**config.mk**
```make
export PLATFORM = sky130hd
export DESIGN_NAME = mem_slot_arbiter
export DESIGN_NICKNAME = d
export VERILOG_FILES = /design/src/rtl/mem_slot_arbiter.sv
export SDC_FILE = /design/constraint.sdc
export NUM_CORES = 1
export LEC_CHECK = 0
export BUFFER_PORTS_ARGS = -buffer_cell sky130_fd_sc_hd__clkbuf_2
export CAP_MARGIN = 5
export CORE_UTILIZATION = 55
export CTS_BUF_LIST = sky130_fd_sc_hd__clkbuf_2 sky130_fd_sc_hd__clkbuf_4 sky130_fd_sc_hd__clkbuf_8
export DETAILED_ROUTE_END_ITERATION = 16
export HOLD_SLACK_MARGIN = 0.1
export PLACE_DENSITY = 0.79
export SYNTH_ARGS = -nofsm -noshare
export SYNTH_HDL_FRONTEND = slang
export SYNTH_SLANG_ARGS = --single-unit
```
**constraint.sdc**
```tcl
create_clock -name clk -period 2.8 [get_ports clk]
set_clock_uncertainty 0.15 [all_clocks]
set_input_delay 0.56 -clock clk [delete_from_list [all_inputs] [get_ports clk]]
set_output_delay 0.56 -clock clk [all_outputs]
set_load 0.02 [all_outputs]
```
**src/rtl/mem_slot_arbiter.sv**
```systemverilog
// mem_slot_arbiter
//   Shares the single SDRAM controller port between the game loader and the
//   NES core. A free-running 2-bit phase counter produces the NES clock
//   enable (run_nes, one clk in four) and the SDRAM slot reference (clkref).
//   Loader bytes are buffered in a small FIFO and committed one per slot,
//   the slot edge being the clk where ph==3. Once loading is done and the
//   FIFO has drained, the port is handed to the NES and reset_nes is released
//   on a slot boundary. Dropping load_done while running returns to loading.
//
// Ports
//   clk, reset        system clock, asynchronous active-high reset
//   ld_valid/ld_ready loader byte handshake (ld_addr, ld_data)
//   load_done         loader finished
//   nes_addr, nes_rd_cpu, nes_rd_ppu, nes_wr, nes_dout   NES memory request
//   run_nes           NES clock enable (1 clk in 4)
//   reset_nes         NES reset, low only while the NES owns the port
//   clkref            SDRAM slot reference (ph[1])
//   mem_addr, mem_we, mem_oe_a, mem_oe_b, mem_din        SDRAM port
//                     (mem_we also enables the data-bus driver)
//   load_count        committed loader writes
//
// Configuration
//   MEM_ARB_LOAD_COUNT_EN  when defined, load_count counts loader commits;
//                          otherwise load_count is tied to zero.

module mem_slot_arbiter #(
  parameter int unsigned FIFO_AW   = 2,
  parameter int unsigned ADDR_BITS = 22
) (
  input  logic                 clk,
  input  logic                 reset,
  input  logic                 ld_valid,
  output logic                 ld_ready,
  input  logic [ADDR_BITS-1:0] ld_addr,
  input  logic [7:0]           ld_data,
  input  logic                 load_done,
  input  logic [ADDR_BITS-1:0] nes_addr,
  input  logic                 nes_rd_cpu,
  input  logic                 nes_rd_ppu,
  input  logic                 nes_wr,
  input  logic [7:0]           nes_dout,
  output logic                 run_nes,
  output logic                 reset_nes,
  output logic                 clkref,
  output logic [ADDR_BITS+2:0] mem_addr,
  output logic                 mem_we,
  output logic                 mem_oe_a,
  output logic                 mem_oe_b,
  output logic [7:0]           mem_din,
  output logic [ADDR_BITS-1:0] load_count
);

  localparam int unsigned DEPTH = 2 ** FIFO_AW;
  localparam int unsigned PTR_W = FIFO_AW + 1;

  typedef enum logic [1:0] {
    ST_LOAD  = 2'd0,
    ST_DRAIN = 2'd1,
    ST_RUN   = 2'd2
  } state_t;

  typedef struct packed {
    logic [ADDR_BITS-1:0] addr;
    logic [7:0]           data;
  } ld_entry_t;

  state_t               state;
  state_t               state_next;
  logic [1:0]           ph;
  logic                 slot_edge;
  logic [PTR_W-1:0]     wr_ptr;
  logic [PTR_W-1:0]     rd_ptr;
  ld_entry_t            fifo_mem [DEPTH];
  ld_entry_t            head;
  logic                 fifo_empty;
  logic                 fifo_full;
  logic                 push;
  logic                 pop;
  logic                 flush;
  logic                 reload_pend;
  logic                 reload_pend_next;
  logic                 reload_req;
  logic                 slot_we;
  logic [ADDR_BITS-1:0] slot_addr;
  logic [7:0]           slot_din;

  // Slot edge: the clk on which ph==3, where loader commits and state changes land
  assign slot_edge = (ph == 2'd3);
  assign clkref    = ph[1];

  // FIFO status; one extra pointer bit separates full from empty
  assign fifo_empty = (wr_ptr == rd_ptr);
  assign fifo_full  = (wr_ptr[FIFO_AW] != rd_ptr[FIFO_AW]) &&
                      (wr_ptr[FIFO_AW-1:0] == rd_ptr[FIFO_AW-1:0]);
  assign head       = fifo_mem[rd_ptr[FIFO_AW-1:0]];

  // State register
  always_ff @(posedge clk or posedge reset) begin
    if (reset) begin
      state <= ST_LOAD;
    end else begin
      state <= state_next;
    end
  end

  // Next state, handshake and FIFO control
  always_comb begin
    state_next       = state;
    reload_pend_next = 1'b0;
    flush            = 1'b0;
    ld_ready         = ~fifo_full & (state != ST_RUN);
    push             = ld_valid & ld_ready;
    pop              = slot_edge & ~fifo_empty & (state != ST_RUN);
    // A low load_done seen at any point in RUN is remembered until the slot edge
    reload_req       = reload_pend | ~load_done;
    unique case (state)
      ST_LOAD: begin
        if (load_done) begin
          if (!fifo_empty) begin
            state_next = ST_DRAIN;
          end else if (slot_edge && !push) begin
            // A byte arriving on this edge must still be written first
            state_next = ST_RUN;
          end
        end
      end
      ST_DRAIN: begin
        if (slot_edge && fifo_empty && !push) begin
          state_next = ST_RUN;
        end
      end
      ST_RUN: begin
        if (slot_edge && reload_req) begin
          state_next = ST_LOAD;
          flush      = 1'b1;
        end else begin
          reload_pend_next = reload_req;
        end
      end
      default: begin
        state_next = ST_LOAD;
      end
    endcase
  end

  // Phase counter, clock enable, NES reset and reload tracking
  always_ff @(posedge clk or posedge reset) begin
    if (reset) begin
      ph          <= 2'd0;
      run_nes     <= 1'b0;
      reset_nes   <= 1'b1;
      reload_pend <= 1'b0;
    end else begin
      ph          <= ph + 2'd1;
      run_nes     <= (ph == 2'd2);
      reset_nes   <= (state_next != ST_RUN);
      reload_pend <= reload_pend_next;
    end
  end

  // FIFO pointers
  always_ff @(posedge clk or posedge reset) begin
    if (reset) begin
      wr_ptr <= '0;
      rd_ptr <= '0;
    end else if (flush) begin
      wr_ptr <= '0;
      rd_ptr <= '0;
    end else begin
      if (push) begin
        wr_ptr <= wr_ptr + PTR_W'(1);
      end
      if (pop) begin
        rd_ptr <= rd_ptr + PTR_W'(1);
      end
    end
  end

  // FIFO storage; contents are meaningless until written, so no reset
  always_ff @(posedge clk) begin
    if (push) begin
      fifo_mem[wr_ptr[FIFO_AW-1:0]].addr <= ld_addr;
      fifo_mem[wr_ptr[FIFO_AW-1:0]].data <= ld_data;
    end
  end

  // Loader slot registers: updated only on slot edges, so each write holds 4 clks
  always_ff @(posedge clk or posedge reset) begin
    if (reset) begin
      slot_we   <= 1'b0;
      slot_addr <= '0;
      slot_din  <= 8'd0;
    end else if (slot_edge) begin
      slot_we <= pop;
      if (pop) begin
        slot_addr <= head.addr;
        slot_din  <= head.data;
      end
    end
  end

  // Port mux: registered loader slot, or combinational NES passthrough in RUN
  always_comb begin
    mem_addr = {3'b000, slot_addr};
    mem_we   = slot_we;
    mem_din  = slot_din;
    mem_oe_a = 1'b0;
    mem_oe_b = 1'b0;
    if (state == ST_RUN) begin
      mem_addr = {3'b000, nes_addr};
      mem_we   = nes_wr;
      mem_din  = nes_dout;
      mem_oe_a = nes_rd_cpu;
      mem_oe_b = nes_rd_ppu;
    end
  end

`ifdef MEM_ARB_LOAD_COUNT_EN
  logic [ADDR_BITS-1:0] count_q;

  // Commit counter, restarted on every reload
  always_ff @(posedge clk or posedge reset) begin
    if (reset) begin
      count_q <= '0;
    end else if (flush) begin
      count_q <= '0;
    end else if (pop) begin
      count_q <= count_q + ADDR_BITS'(1);
    end
  end

  assign load_count = count_q;
`else
  assign load_count = '0;
`endif

endmodule

```
==> reports/qor.yml <==
outcome:
  status: "completed"
sta:
  rsz0062_at_grt: "false"
  setup_tns_ns: 0
  hold_viol: 0
  min_period_over_period_pct: 95.2
  maxSlewViolCount: 0
  finalSetupViolations: 0
  timing.slew.headroom_pct: 21.4
  fmaxAchievable_mhz: 375
  final.min_clock_period_ns: 2.67
  worst_pin_slew_ns: 1.18
die:
  start_util_pct: 56.7
  core_area_um2: 12100
  die_y_um: 113
  io_pins: 129
  die_w_um: 113
  rows: 40
  dieArea_um2: 12900
synthesis:
  avgSynthCellArea_um2: 19.2
  ys_seq_area_share_pct: 68.8
  synthCells: 357
  ys_types: 34
  synth_edf_count: 120
  synth-main-ff-cell: "edfxtp_1"
  synth_warnings: 0
  synth_area_um2: 6840
  ys_ff_latch: 164
  ys_async_sr_fraction_pct: 26.8
layout:
  area_growth_pct: 15.6
  drive_gt1_share_pct: 43.5
  final_common_cell: "edfxtp_1"
  final_cell_mix: "edfxtp_1 (120), clkbuf_2 (103), dfrtp_1 (41), mux2_1 (37), mux4_2 (30)"
  diodes: 0
  fin_area_um2: 7910
  nNetsFinal: 551
power_and_ir_drop:
  power.leakage_nw: 3.18
  power.density_nw_per_um2: 994
  ir_drop_uv: 510
cts:
  htreeDepth: 4
  numCtsBuffers: 17
  clkTransAtPathRegs_ns: 0.09
  cts_root_buf: "clkbuf_8"
  cts_buffer_depth: 2
  cts.sinks: 164
  cts_resized: 0
  cts_tree: "built"
  clkLatencyLatePin_ns: 0.45
global_route:
  grt_use_total_pct: 19.4
  grt_overflow: 0
  grt_pass1_wl_um: 18000
  antenna_found_initial: 0
  grt_pass1_vias: 3410
  grt_max_degree: 38
worst_setup_path:
  end_kind: "output pin"
  worst-endpoint-required_ns: 2.09
  critPathMaxFanout: 16
  arrival_ns: 1.96
  startpoint_type: "register"
  critPathKind: "reg -> out"
hold_path:
  worstHoldPathType: "in -> reg"
place:
  place_area_um2: 7480
  port_buffers: 103
  dp_hpwl_um: 7240
  gp_congestion: 0.778
flow_run:
  cap_violations: 0
routing:
  dr.pass1.iters: 4
  wl_um: 11400
  drt_iter0_drc: 181
  viasPerCell: 5.21
  antenna_left: 0
  wl_per_cell_um: 17.3
  drc: 0
  vias: 3428
[registers in the layout (all words and copies together) (netlist names), 2 cells and up]
signal	count
slot_addr	22
fifo_mem	120
state	2
ph	2
rd_ptr	3
slot_din	8
wr_ptr	3
[logic make-up after synthesis]
group / count (synthesis) / synth area share, %
AO/OA/AOI/OAI: 15 / 1.45
other: 1 / 0.0549
XOR/XNOR: 4 / 0.622
buffers and inverters: 51 / 4.83
AND/OR/NAND/NOR: 24 / 1.76
multiplexers: 91 / 21.2
adder cells (fa/ha/maj): 7 / 1.28
flip-flops: 164 / 68.8
[timing repair]
action                    in CTS  in global routing
hold endpoints to repair      43                  0
setup buffers                  0                  0
hold buffers                   1                  0
[path summary, 6_finish.rpt]
path	startpoint	endpoint	slack [ns]	depth (start not counted)
worst max-delay path	state[0]$_DFF_PP0_	mem_addr[20]	0.13	4
worst min-delay path	ld_addr[14]	fifo_mem[2][22]$_DFFE_PP_	0.18	1
worst max register to register	wr_ptr[1]$_DFFE_PP0P_	slot_addr[12]$_DFFE_PP0P_	0.34	3
worst min register to register	ph[0]$_DFF_PP0_	ph[0]$_DFF_PP0_	0.30	1
max in group asynchronous	reset	reset_nes$_DFF_PP1_	1.69	4
min in group asynchronous	reset	slot_addr[13]$_DFFE_PP0P_	0.53	4
[metrics by stage]
stage	setup WS, ns	power (W)	hold WS [ns]	cells	util (%)
2_1_floorplan	0.320	0.00549	0.264	381	-
3_3_place_gp	0.374	0.00612	0.280	625	62.0
3_5_place_dp	0.312	0.00621	0.289	625	62.0
4_1_cts	0.105	0.00794	0.150	658	65.5
5_1_grt	0.0247	0.00827	0.147	658	65.5
6_report	0.134	0.00786	0.176	658	65.5
[power by group]
| part | internal [W] | switching (W) | leakage (nW) |
|---|---|---|---|
| sequential | 0.00333 | 0.000290 | 1.61 |
| combinational | 0.00120 | 0.00131 | 1.36 |
| clock | 0.000888 | 0.000848 | 0.204 |
[synthesized netlist by cell type (6+ instances only)]
library cell / number / area [um^2]
dfrtp_1: 43 / 1080
mux4_2: 30 / 676
edfxtp_1: 120 / 3600
mux2_4: 23 / 345
buf_2: 6 / 30.0
mux2_1: 37 / 417
inv_1: 10 / 37.5
buf_4: 25 / 188
o21ai_1: 6 / 30.0
ha_1: 7 / 87.6
and2_1: 6 / 37.5
nand2_1: 9 / 33.8
[layer usage]
| layer | GRT usage, % | up-vias | routed length, um | part of all wire, % |
|---|---|---|---|---|
| li1 | - | 1564 | - | - |
| met1 | 24.5 | 1744 | 4720 | 41 |
| met2 | 33.0 | 110 | 5940 | 52 |
| met3 | 4.89 | 10 | 597 | 5.2 |
| met4 | 6.84 | 0 | 125 | 1.1 |
| met5 | 0 | - | 0 | 0 |
[worst max-delay path, cell delays in order, from the launching register on]
cell      delay [ns]
dfrtp_1         0.44
nor2b_4         0.23
buf_4           0.31
mux2_1          0.36
clkbuf_2        0.16
[cell type report]
type,count,area [um^2]
clock buffers,17,234
flip-flops and latches,164,4710
repair buffers,118,631
well taps,168,210
inverters,10,37.5
clock inverters,15,180
multi-input cells,166,1900
fillers,809,4160
No activity file was read; power rests on OpenSTA's default activity.
